`src/rtl/delay_tap_pkg.sv`:
```
// Shared types and elaboration helpers for the delay_tap_ctrl slice.
// Tap width and default-tap clamping live here so every file agrees.
package delay_tap_pkg;

  typedef enum logic [1:0] {
    IDLE,
    STEP,
    SETTLE
  } state_t;

  function automatic int tap_w(int taps);
    return (taps > 1) ? $clog2(taps) : 1;
  endfunction

  function automatic int clamp_default(
    logic [127:0] mode,
    int           value,
    int           taps
  );
    if (mode == "SCLK_ZEROHOLD") return 0;
    if (value < 0) return 0;
    if (value >= taps) return taps - 1;
    return value;
  endfunction

endpackage

```
`src/rtl/delay_tap_line.sv`:
```
// One delay channel: TAPS-1 deep shift register plus tap select.
// Tap 0 is a combinational bypass; tap n picks the sample n cycles old.
module delay_tap_line
  import delay_tap_pkg::*;
#(
  parameter int TAPS = 32
) (
  input  logic                    clk,
  input  logic                    rst,
  input  logic                    a,
  input  logic [tap_w(TAPS)-1:0]  tap,
  output logic                    z
);

  logic [TAPS-2:0] hist;

  always_ff @(posedge clk or posedge rst) begin
    if (rst) begin
      hist <= '0;
    end else begin
      hist[0] <= a;
      for (int k = 1; k < TAPS - 1; k++) begin
        hist[k] <= hist[k-1];
      end
    end
  end

  always_comb begin
    z = a;
    if (tap != '0) z = hist[tap - 1'b1];
  end

endmodule

```
`src/rtl/delay_tap_ctrl.sv`:
```
// Multi-channel programmable input delay with MOVE/DIRECTION stepping.
// Define DELAY_TAPOUT_EN to expose all tap counters on TAP_OUT.
module delay_tap_ctrl
  import delay_tap_pkg::*;
#(
  parameter int           NCH        = 4,
  parameter int           TAPS       = 32,
  parameter logic [127:0] DEL_MODE   = "USER_DEFINED",
  parameter int           DEL_VALUE  = 0,
  parameter int           SETTLE_CYC = 2
) (
  input  logic                                 CLK,
  input  logic                                 RST,
  input  logic [NCH-1:0]                       A,
  output logic [NCH-1:0]                       Z,
  input  logic                                 LOADN,
  input  logic                                 MOVE,
  input  logic                                 DIRECTION,
  input  logic [((NCH > 1) ? $clog2(NCH) : 1)-1:0] CH_SEL,
  output logic                                 BUSY,
  output logic                                 CFLAG
`ifdef DELAY_TAPOUT_EN
  ,
  output logic [NCH*tap_w(TAPS)-1:0]           TAP_OUT
`endif
);

  localparam int TW    = tap_w(TAPS);
  localparam int CW    = (NCH > 1) ? $clog2(NCH) : 1;
  localparam int CNT_W = (SETTLE_CYC > 1) ? $clog2(SETTLE_CYC) : 1;

  localparam logic [TW-1:0] DEF_TAP =
    TW'(clamp_default(DEL_MODE, DEL_VALUE, TAPS));
  localparam logic [TW-1:0] TOP_TAP = TW'(TAPS - 1);
  localparam logic [CNT_W-1:0] LAST = CNT_W'(SETTLE_CYC - 1);

  state_t           state;
  state_t           state_n;
  logic [CNT_W-1:0] cnt;
  logic [CNT_W-1:0] cnt_n;
  logic             move_q;
  logic             move_edge;
  logic             dir_q;
  logic [CW-1:0]    sel_q;
  logic             sel_ok;
  logic [TW-1:0]    tap [NCH];

  assign move_edge = MOVE & ~move_q;
  assign sel_ok    = 32'(sel_q) < NCH;
  assign BUSY      = (state == SETTLE);

  always_ff @(posedge CLK or posedge RST) begin
    if (RST) begin
      state  <= IDLE;
      cnt    <= '0;
      move_q <= 1'b0;
      sel_q  <= '0;
      dir_q  <= 1'b0;
    end else begin
      state  <= state_n;
      cnt    <= cnt_n;
      move_q <= MOVE;
      if (state == IDLE && move_edge) begin
        sel_q <= CH_SEL;
        dir_q <= DIRECTION;
      end
    end
  end

  always_comb begin
    state_n = state;
    cnt_n   = cnt;
    unique case (state)
      IDLE: begin
        if (move_edge) state_n = STEP;
      end
      STEP: begin
        state_n = SETTLE;
        cnt_n   = '0;
      end
      SETTLE: begin
        if (cnt == LAST) state_n = IDLE;
        else cnt_n = cnt + 1'b1;
      end
      default: state_n = IDLE;
    endcase
    // A load aborts any step in flight
    if (!LOADN) begin
      state_n = IDLE;
      cnt_n   = '0;
    end
  end

  always_ff @(posedge CLK or posedge RST) begin
    if (RST) begin
      for (int i = 0; i < NCH; i++) tap[i] <= DEF_TAP;
      CFLAG <= 1'b0;
    end else if (!LOADN) begin
      for (int i = 0; i < NCH; i++) tap[i] <= DEF_TAP;
      CFLAG <= 1'b0;
    end else if (state == STEP && sel_ok) begin
      if (!dir_q) begin
        if (tap[sel_q] == TOP_TAP) CFLAG <= 1'b1;
        else tap[sel_q] <= tap[sel_q] + 1'b1;
      end else begin
        if (tap[sel_q] == '0) CFLAG <= 1'b1;
        else tap[sel_q] <= tap[sel_q] - 1'b1;
      end
    end
  end

  for (genvar i = 0; i < NCH; i++) begin : g_ch
    delay_tap_line #(
      .TAPS(TAPS)
    ) u_line (
      .clk(CLK),
      .rst(RST),
      .a  (A[i]),
      .tap(tap[i]),
      .z  (Z[i])
    );
`ifdef DELAY_TAPOUT_EN
    assign TAP_OUT[i*TW +: TW] = tap[i];
`endif
  end

endmodule

```
`config.mk`:
```
export PLATFORM = sky130hd
export DESIGN_NAME = delay_tap_ctrl
export DESIGN_NICKNAME = d
export VERILOG_FILES = /design/src/rtl/delay_tap_pkg.sv /design/src/rtl/delay_tap_line.sv /design/src/rtl/delay_tap_ctrl.sv
export SDC_FILE = /design/constraint.sdc
export NUM_CORES = 1
export LEC_CHECK = 0
export CAP_MARGIN = 20
export CORE_UTILIZATION = 44
export CTS_BUF_LIST = sky130_fd_sc_hd__clkbuf_2
export DETAILED_ROUTE_END_ITERATION = 16
export PLACE_DENSITY = 0.58
export SYNTH_ARGS = -nofsm -noshare
export SYNTH_HDL_FRONTEND = slang
export SYNTH_SLANG_ARGS = --single-unit
```
`constraint.sdc`:
```
create_clock -name CLK -period 7.3 [get_ports CLK]
set_input_delay 2.19 -clock CLK [delete_from_list [all_inputs] [get_ports CLK]]
set_output_delay 2.19 -clock CLK [all_outputs]
set_load 0.05 [all_outputs]
```
# After elaboration in Yosys (flattened, before gate mapping)
# Cells that the tools add are included.
# totals
regBits	152
input_bits	11
elab_cells	88
output_inout_bits	6
# op_classes
n_eq_ne	11
addsub	7
n_bitwise	3
order_cmp	6
n_reduce_logical	11
mux	36
# ops
operator	count
2-to-1 mux 20 bit	5
bitwise mux 20 bit	2
subtractor 5 x 1 -> 5 bit (second input constant)	5
less-than comparator 5 x 6 -> 1 bit (second input constant)	4
binary-select mux 1 bit (select 5 bit)	4
nonzero test 5 bit	4
2-to-1 mux 1 bit	15
2-to-1 mux 5 bit	3
binary-select mux 5 bit (select 2 bit)	1
demux 5 bit (select 2 bit)	1
inequality test 3 bit (second input constant)	3
2-to-1 mux 2 bit	3
inequality test 3 x 1 -> 1 bit (second input constant)	2
inequality test 3 x 2 -> 1 bit (second input constant)	2
one-hot mux 2 bit (3 select lines)	1
AND reduction 3 bit	2
adder 5 x 1 -> 5 bit (second input constant)	1
== test 5 bit (second input constant)	1
logical NOT 5 bit	1
>= comparator 3 bit (second input constant)	1
less-than comparator 3 x 1 -> 1 bit (second input constant)	1
inverter 2 -> 3 bit	1
== test 2 x 1 -> 1 bit (second input constant)	1
== test 2 bit (second input constant)	1
8 further kinds	9

# Longest topological paths before layout
# Gate-level depths: netlist of run 1.
# logic_depth
word_depth	10
ltp_mapped	11
depth_no_buf	9

# Modules after synthesis
# A second synthesis of run 1 with hierarchy kept.
# hier_totals
cells_unflattened	416
hier_area_um2	6254.7
# modules_own_cells
mod	seq_area_each_um2	area_each_um2	cells_each	instances
delay_tap_line	775.7	1157.4	66	4
delay_tap_ctrl	700.7	1625.3	152	1

# Worst setup path before layout of run 1
# Ideal clock, no wire load.
# synth_path
kind	register -> output
from	register tap[15] (netlist name)
to	output port Z[0]
path_slack_ns	2.283
required_time_ns	5.110
path_stages_with_launch	11
path_buffers	3
arrival_time_ns	2.827
cell_sequence	dfrtp_1 buf_1 inv_1 ha_1 buf_1 mux4_2 mux4_2 nor2b_1 a211oi_1 a21oi_1 buf_4
# synth_between
elab_chain_len	4
word_cells_on_any_way	5
cone_classes	add/sub (1); mux (3); reduce/logical (1)
# synth_rtl
element	line_no	source
start, declared	delay_tap_ctrl.sv:46	logic [TW-1:0] tap [NCH];
start signal, assigned by index	delay_tap_ctrl.sv:104	else tap[sel_q] <= tap[sel_q] + 1'b1;
start signal, assigned by index	delay_tap_ctrl.sv:107	else tap[sel_q] <= tap[sel_q] - 1'b1;
subtractor 5 x 1 -> 5 bit	delay_tap_line.sv:30	if (tap != '0) z = hist[tap - 1'b1];
binary-select mux 1 bit (select 5 bit)	delay_tap_line.sv:30	
2-to-1 mux 1 bit (not written as such)	delay_tap_line.sv:30	
2-to-1 mux 1 bit *	delay_tap_line.sv:30	
end, declared	delay_tap_ctrl.sv:15	output logic [NCH-1:0] Z,
# Every way passes the cells marked *; elsewhere a longest branch is shown, timed or not. The select of a mux whose other input is x is not followed.

# Final worst setup path of run 1
# layout_path
from	register tap[0] (netlist name)
to	output port Z[3]
# The elaborated chain is that of the path after synthesis.

==> results of run 1 <==
==> sequential cells by signal, summed over array words and instances, names as in the netlist <==
signal	cells
sel_q	2
cnt	1
state	2
g_ch.u_line.hist	124
dir_q	1
move_q	1
tap	20
CFLAG	1
==> critical path, cell delays in order (launching register included) <==
cell and delay [ps]:
dfrtp_1 740, inv_1 170, ha_1 260, xnor2_1 590, mux2i_1 170, mux4_2 500, o21ai_0 160, nand2b_1 70
a32oi_1 180, clkdlybuf4s50_1 820
==> kinds of logic (layout without fill, tap and decap cells) <==
| logic type | after synthesis | count (layout) | synth area share [%] |
|---|---|---|---|
| buffers and inverters | 32 | 62 | 2.67 |
| AND/OR/NAND/NOR | 75 | 75 | 7.20 |
| multiplexers | 61 | 61 | 18.1 |
| flip-flops | 152 | 152 | 64.4 |
| XOR/XNOR | 16 | 16 | 2.37 |
| adder cells (fa/ha/maj) | 7 | 7 | 1.48 |
| AO/OA/AOI/OAI | 35 | 35 | 3.77 |
==> worst paths after layout <==
kind | from | end | depth (start not counted)
min in group asynchronous | RST | g_ch[1].u_line.hist[4] | 2
max in group asynchronous | RST | g_ch[0].u_line.hist[8] | 3
worst max-delay path | tap[0] | Z[3] | 9
worst min-delay path | g_ch[0].u_line.hist[8] | g_ch[0].u_line.hist[9] | 0
worst min register to register | g_ch[0].u_line.hist[8] | g_ch[0].u_line.hist[9] | 0
worst max register to register | sel_q[0] | tap[15] | 9
==> final cells by class <==
cell class	count	area share, %
Tap cell	172	3.37
Multi-Input combinational cell	194	30.4
Clock inverter	13	1.74
Clock buffer	19	1.49
Timing Repair Buffer	17	2.62
Sequential cell	152	59.5
Inverter	13	0.842
==> layout by cell type, fill, tap and decap left out, drive strengths merged <==
cell type / instances
dfrtp: 152
o41ai: 2
ha: 7
clkbuf: 19
nand2: 28
nor4: 1
mux4: 35
xor2: 3
buf: 1
and2: 6
o211ai: 2
clkinv: 11
nand2b: 8
a32oi: 2
and3: 6
a41o: 1
nor2b: 2
nor4b: 1
nor3: 4
inv: 13
or4: 1
bufinv: 2
xnor2: 13
a21boi: 2
nor3b: 8
a21oi: 6
o21ai: 14
a211oi: 4
mux2i: 18
nand3: 7
mux2: 8
a41oi: 1
clkdlybuf4s50: 16
o21a: 1
and3b: 3
==> power groups by stage <==
stage / sequential [uW] / clock, uW / combinational [uW]
2_1_floorplan: 915 / 0 / 116
3_3_place_gp: 930 / 0 / 133
3_5_place_dp: 931 / 0 / 134
4_1_cts: 917 / 443 / 134
5_1_grt: 924 / 478 / 146
6_report: 916 / 422 / 132
==> stage by stage <==
stage	total power [uW]	util, %	hold slack, ps
after floorplan	1030	-	346
after global placement	1060	48.0	351
after detailed placement	1070	48.0	356
after CTS	1490	49.6	372
after global routing	1550	49.6	376
final	1470	49.6	361
==> routing by layer <==
layer	routed length, um	up-vias	track usage (%)
met5	0	-	0
met4	90	0	5.53
met3	281	6	5.18
met2	4350	31	21.9
met1	4970	1600	23.1
li1	-	1386	-
==> metrics.yaml, run 1 <==
finalCritPeriodShare_pct: 89.5
multi_input_area_mm2: 0.00195
cts_buffers: 17
postCtsSetupBuffers: 0
synth_common_cells: "152 x dfrtp_1, 32 x mux4_2, 28 x nand2_1"
max-vdd-ir-drop_mv: 0.171
placed_cells: 548
cts_tree: "built"
synth_top_area_cell: "dfrtp_1"
drt_iter0_drc: 164
hold_violations: 0
clk_latency_ps: 670
status: "completed"
async_flop_share_pct: 100
setup_slack_ps: 768
antenna_cells: 0
fin_nets: 413
layoutNonFillerInstCount: 580
syn_inst: 378
leakage_uw: 0.00269
synth_most_common_cell: "dfrtp_1"
setup_tns_ps: 0
switching_share_pct: 25.3
postSynthAreaPerCell_um2: 15.6
rsz0062_at_grt: "false"
seq_area_frac_synth_pct: 64.4
place_area_mm2: 0.00619
synth_top_area_share_pct: 64.4
clock-sinks: 152
synthFlopType: "dfrtp_1"
seq_area_mm2: 0.00380
cap_violations: 0
slew_headroom_pct: 31.6
grt_max_degree: 100
vias: 3023
clock-root-buffer: "clkbuf_2"
wl_per_cell_um: 16.7
synth-seq-cells: 152
cts_max_level: 4
dp_worst_setup_slack_ps: 1360
clkTransAtPathRegs_ps: 200
setup_viol: 0
slew_violations: 0
place.gp.congestion: 0.737
max_freq_mhz: 153
cp_data_arrival_time_ps: 4340
start_kind: "register"
synthDistinctLibCells: 39
synth_edf_count: 0
die_y_um: 118
die_w_um: 118
syn_to_final_growth_pct: 8.22
grt_pass1_vias: 3165
critPathKind: "register to output port"
drc: 0
p_clk_share_pct: 28.7
combPwrFrac_pct: 9.0
synthTopCellsByArea: "dfrtp_1 64%, mux4_2 12%, mux2i_1 3.1%"
power_density_mw_per_mm2: 230
firstDrtPassIters: 4
clk_path_buf_depth: 2
cts_hold_buf: 0
grt_overflow: 0
crit_path_end_kind: "output port"
fin_area_mm2: 0.00639
yosysWarnings: 0
die-area_mm2: 0.0139
postCtsResizedCells: 0
syn_nets: 396
core_area_mm2: 0.0129
grt.total_usage_pct: 15.7
drtAntennaViolNets: 0
p_seq_share_pct: 62.3
hold_class: "register to register"
mappedNetlistArea_mm2: 0.00591
grt_pass1_wl_um: 16600
drive_gt1_share_pct: 18.9
period_minus_slack_ps: 6530
fillCellCount: 1119
ff2ff_setup_slack_ps: 4180
drt-total-wl_um: 9700
rows: 41
io_buffer_count: 16
internal-power_uw: 1100
crit_required_ps: 5110
worst_slew_pin_slew_ps: 1020
worstPathMaxFanout: 10
switchingPower_uw: 371
grt_antenna_before_repair: 0
dpl.hpwl_um: 6320
io_pins: 17
vias_per_cell: 5.21
start_util_pct: 45.9
clock_skew_ps: 27.2
Power figures use the tool's default switching activity.
==> run 2: changes to the inputs <==
--- a/config.mk
+++ b/config.mk
@@ -10,6 +10,7 @@
 export CTS_BUF_LIST = sky130_fd_sc_hd__clkbuf_2
 export DETAILED_ROUTE_END_ITERATION = 16
 export PLACE_DENSITY = 0.58
+export REMOVE_ABC_BUFFERS = 1
 export SYNTH_ARGS = -nofsm -noshare
 export SYNTH_HDL_FRONTEND = slang
 export SYNTH_SLANG_ARGS = --single-unit
==> metrics.yaml, run 2 (synthesized netlist as in run 1, its figures left out) <==
power_uw: 1390
antenna_cells: 0
internal-power_uw: 1030
switchingPower_uw: 360
die_w_um: 118
drc: 0
die-area_mm2: 0.0139
grt_overflow: 0
dpl.hpwl_um: 6270
status: "completed"
switching_share_pct: 25.9
vias_per_cell: 5.16
final_cell_mix: "152 x dfrtp_1, 32 x mux4_2, 28 x nand2_1, 22 x clkbuf_2, 18 x mux2i_1"
crit_path_end_kind: "output port"
slew_headroom_pct: 35.8
cts_buffers: 17
cp_data_arrival_time_ps: 4320
largest_reg_flops: 124
p_clk_share_pct: 24.7
period_minus_slack_ps: 6510
leakage_uw: 0.00266
rows: 41
grt_pass1_vias: 3166
slew_violations: 0
clock-sinks: 152
finalCritPeriodShare_pct: 89.1
drt_iter0_drc: 161
rr_worst_depth: 9
grt_antenna_before_repair: 0
min_to: "g_ch[2].u_line.hist[26]"
wl_per_cell_um: 16.6
cap_violations: 0
crit_required_ps: 5110
power_density_mw_per_mm2: 220
firstDrtPassIters: 4
drt-total-wl_um: 9580
wl_met1_um: 4990
io_buffer_count: 16
hold_depth: 0
drtAntennaViolNets: 0
min-delay-start: "g_ch[2].u_line.hist[25]"
cts_hold_buf: 0
hold_violations: 0
r2r_end: "tap[15]"
clock_skew_ps: 29.4
reg2reg_from: "sel_q[0]"
worst_slew_pin_slew_ps: 960
hold_class: "register to register"
multi_input_area_mm2: 0.00195
fillCellCount: 1104
core_area_mm2: 0.0129
vias: 2984
clk_latency_ps: 690
postCtsSetupBuffers: 0
start_kind: "register"
die_y_um: 118
reg.largest.list: "g_ch.u_line.hist (124), tap (20)"
fin_nets: 413
place.gp.congestion: 0.749
setup_tns_ps: 0
worstPathMaxFanout: 9
cts_tree: "built"
start_util_pct: 45.9
syn_to_final_growth_pct: 7.16
ff2ff_setup_slack_ps: 4230
topRoutingLayerUsed: "met4"
grt.total_usage_pct: 15.7
clk_path_buf_depth: 2
dr_wl_met3_um: 349
postCtsResizedCells: 0
layout_commonest_cell: "dfrtp_1"
wl_met2_um: 4130
max_freq_mhz: 154
combPwrFrac_pct: 9.4
io_pins: 17
p_seq_share_pct: 65.8
clock-root-buffer: "clkbuf_2"
rsz0062_at_grt: "false"
grt_pass1_wl_um: 16400
drive_gt1_share_pct: 18.0
critPathKind: "register to output port"
seq_area_mm2: 0.00380
setup_viol: 0
largest-register: "g_ch.u_line.hist"
cts_max_level: 4
max-vdd-ir-drop_mv: 0.106
grt_max_degree: 104
clkTransAtPathRegs_ps: 200
==> run 2: per-layer routing <==
metal	vias up	global-route usage (%)
li1	1397	-
met1	1533	23.6
met2	45	21.0
met3	9	5.23
met4	0	6.01
met5	-	0
==> run 2: final cells by class <==
cell class	instances	share of cell area, %
sequential	152	60.1
tap	172	3.40
clock inverter	8	0.534
timing repair buffer	17	2.65
inverter	13	0.850
clock buffer	22	1.74
multi-input combinational	194	30.7
==> run 2: worst max-delay path, stage by stage, from the launching register on <==
cell	delay [ps]
dfrtp_1	710
inv_1	190
ha_1	260
xnor2_1	570
mux2i_1	160
mux4_2	480
o21ai_0	160
nand2b_1	70
a32oi_1	200
clkdlybuf4s50_1	830
==> run 2: how the worst max path moves through the flow <==
stage,startpoint,endpoint,slack [ps],cells after the start
3_5_place_dp,A[2],Z[2],1350,4
4_1_cts,tap[0],Z[3],610,9
5_1_grt,tap[0],Z[3],290,9
3_3_place_gp,A[2],Z[2],1370,4
6_report,tap[5],Z[2],790,9
2_1_floorplan,RST,CFLAG,1020,1
==> run 2: power by group through the flow <==
stage	sequential, uW	combinational [uW]	clock (uW)
2_1_floorplan	921	99.8	0
3_3_place_gp	930	133	0
3_5_place_dp	932	133	0
4_1_cts	917	134	364
5_1_grt	923	145	401
6_report	916	131	344
==> run 2: metrics by stage <==
| stage | instances | util (%) | setup slack [ps] | area, um2 | hold slack (ps) |
|---|---|---|---|---|---|
| after floorplan | 359 | - | 1020 | 5800 | 346 |
| after global placement | 548 | 48.0 | 1370 | 6190 | 352 |
| after detailed placement | 548 | 48.0 | 1350 | 6190 | 357 |
| after CTS | 578 | 49.2 | 608 | 6330 | 381 |
| after global routing | 578 | 49.2 | 285 | 6330 | 394 |
| final | 578 | 49.2 | 792 | 6330 | 374 |
==> run 3: changes to the inputs <==
--- a/config.mk
+++ b/config.mk
@@ -5,7 +5,7 @@
 export SDC_FILE = /design/constraint.sdc
 export NUM_CORES = 1
 export LEC_CHECK = 0
-export CAP_MARGIN = 20
+export CAP_MARGIN = 25
 export CORE_UTILIZATION = 44
 export CTS_BUF_LIST = sky130_fd_sc_hd__clkbuf_2
 export DETAILED_ROUTE_END_ITERATION = 16
@@ -13,4 +13,5 @@
 export REMOVE_ABC_BUFFERS = 1
 export SYNTH_ARGS = -nofsm -noshare
 export SYNTH_HDL_FRONTEND = slang
+export SYNTH_HIERARCHICAL = 1
 export SYNTH_SLANG_ARGS = --single-unit
==> metrics.yaml, run 3 <==
hold_class: "register to register"
firstDrtPassIters: 4
place_area_mm2: 0.00668
fin_nets: 456
synthTopCellsByArea: "dfrtp_1 61%, mux4_2 7.6%, mux4_1 5.0%"
async_flop_share_pct: 100
cts_tree: "built"
hold_ws_ps: 381
grt_pass1_vias: 3647
clock-sinks: 152
syn_to_final_growth_pct: 10.3
rsz0062_at_grt: "false"
grt_max_degree: 35
yosysWarnings: 6
crit_end: "Z[1]"
slew_violations: 0
finalCritPeriodShare_pct: 91.8
drt-total-wl_um: 11600
largest_reg_flops: 124
cts_max_level: 4
vias_per_cell: 5.71
power_uw: 1500
vias: 3610
clk_path_buf_depth: 2
start_util_pct: 45.1
crit_required_ps: 5110
largest-register: "g_ch.u_line/hist"
clock-root-buffer: "clkbuf_2"
postCtsResizedCells: 0
synth_top_area_cell: "dfrtp_1"
ff2ff_setup_slack_ps: 3720
drc: 0
synth-xor-area-share_pct: 1.32
setup_tns_ps: 0
status: "completed"
final_cell_mix: "152 x dfrtp_1, 37 x nand2_1, 25 x mux2i_1, 21 x mux4_2"
grt.total_usage_pct: 18.1
cts_hold_buf: 0
clkTransAtPathRegs_ps: 210
cp_data_arrival_time_ps: 4510
cp_slowest_stage_delay_ps: 730
layout_commonest_cell: "dfrtp_1"
clk_latency_ps: 690
dpl.hpwl_um: 8130
syn_inst: 416
synthFlopType: "dfrtp_1"
fin_area_mm2: 0.00690
io_pins: 17
rr_worst_depth: 8
cap_violations: 0
synth-compound-area-share_pct: 7.42
wl_per_cell_um: 18.3
core_area_mm2: 0.0139
postSynthAreaPerCell_um2: 15.0
reg.largest.list: "g_ch.u_line/hist (124), tap (20)"
die_y_um: 121
r2r_end: "tap[11]"
synth_top_area_share_pct: 60.8
postCtsSetupBuffers: 0
slew_headroom_pct: 49.2
max-vdd-ir-drop_mv: 0.104
synthDistinctLibCells: 52
reg2reg_from: "sel_q[0]"
mappedNetlistArea_mm2: 0.00625
max_freq_mhz: 149
grt_overflow: 0
die-area_mm2: 0.0147
hold_violations: 0
critPathKind: "register to output port"
postLayoutCoreUtil_pct: 49.7
leakage_uw: 0.00287
die_w_um: 121
worstPathMaxFanout: 13
synth_common_cells: "152 x dfrtp_1, 37 x nand2_1, 25 x mux2i_1"
grt_pass1_wl_um: 19700
drtAntennaViolNets: 0
cts_buffers: 17
worst_slew_pin_slew_ps: 760
grt_antenna_before_repair: 1
cp_cell_sequence: "inv_1 > ha_1 > xor2_2 > mux4_2 > o311a_1 > or4_1 > clkdlybuf4s50_1"
synth_edf_count: 0
drt_iter0_drc: 310
setup_viol: 0
start_kind: "register"
power_density_mw_per_mm2: 217
yosys.area_share.simple_pct: 9.56
synth_adder_area_share_pct: 1.40
rows: 43
drive_gt1_share_pct: 18.6
io_buffer_count: 16
cp-startpoint: "tap[10]"
synth-seq-cells: 152
synth_most_common_cell: "dfrtp_1"
place.gp.congestion: 0.840
period_minus_slack_ps: 6700
crit_path_end_kind: "output port"
seq_area_frac_synth_pct: 60.8
clock_skew_ps: 16.6
synthMuxAreaShare_pct: 17.1
synth_top_family_by_area: "multiplexers"
crit_path_top_delay_cell: "dfrtp_1"
run 3: changes by cell type in the layout (fill, tap and decap cells not counted), sizes merged, moves of 7 or more:
cell / before / now
nor4b: 1 / 8
xnor2: 13 / 1
mux2i: 18 / 25
o311a: 0 / 8
nand2: 28 / 37
nor3b: 8 / 1
or4: 1 / 9
run 3: area by class of cell:
type                    instances  area (um2)
flip-flops and latches        152        3800
repair buffers                 22         280
fillers                      1188        6980
clock inverters                15         136
clock buffers                  17        85.1
multi-input cells             228        2300
inverters                      17        63.8
well taps                     180         225
diodes                          1        2.50
run 3: power breakdown:
group | internal [uW] | switching, uW | total [uW] | leakage, uW
sequential | 883 | 37.5 | 920 | 0.00183
clock | 151 | 282 | 432 | 0.000132
combinational | 68.4 | 74.3 | 143 | 0.000916
total | 1100 | 393 | 1500 | 0.00287
run 3: stage by stage:
step	instances	setup WS [ps]
final	632	600
after global routing	632	208
after CTS	631	463
after detailed placement	599	955
after global placement	594	953
after floorplan	397	1980
run 3: critical path: cells and delay by family, from the launching register on:
family / cells / cell delay, ps
buffers and inverters: 2 / 910
flip-flops: 1 / 730
multiplexers: 1 / 600
AND/OR/NAND/NOR: 1 / 530
XOR/XNOR: 1 / 440
adder cells (fa/ha/maj): 1 / 320
AO/OA/AOI/OAI: 1 / 290
run 3: layer usage:
metal  GRT usage [%]  part of all wire (%)  up-vias  wire [um]
met4            6.48                   1.7        0        196
met5               0                     0        -          0
met2            25.9                    46       74       5320
met1            26.0                    48     1864       5580
li1                -                     -     1654          -
met3            5.55                   4.0       18        462
run 3: cells by family (layout without fill, tap and decap cells):
group / Yosys count / count (layout)
xor gates and xnor gates: 6 / 6
DFF: 152 / 152
adders and majority gates: 7 / 7
other: 0 / 1
buffers and inverters: 36 / 71
and+or+nand+nor: 93 / 93
AOI/OAI and AO/OA: 61 / 61
muxes: 61 / 61
run 3: worst min path at each step:
stage | to | depth (start not counted) | start
CTS | g_ch[3].u_line/hist[20] | 0 | g_ch[3].u_line/hist[19]
global placement | g_ch[2].u_line/hist[21] | 0 | g_ch[2].u_line/hist[20]
floorplan | g_ch[0].u_line/hist[15] | 0 | g_ch[0].u_line/hist[14]
global route | g_ch[3].u_line/hist[20] | 0 | g_ch[3].u_line/hist[19]
finish | g_ch[2].u_line/hist[24] | 0 | g_ch[2].u_line/hist[23]
detailed placement | g_ch[3].u_line/hist[20] | 0 | g_ch[3].u_line/hist[19]
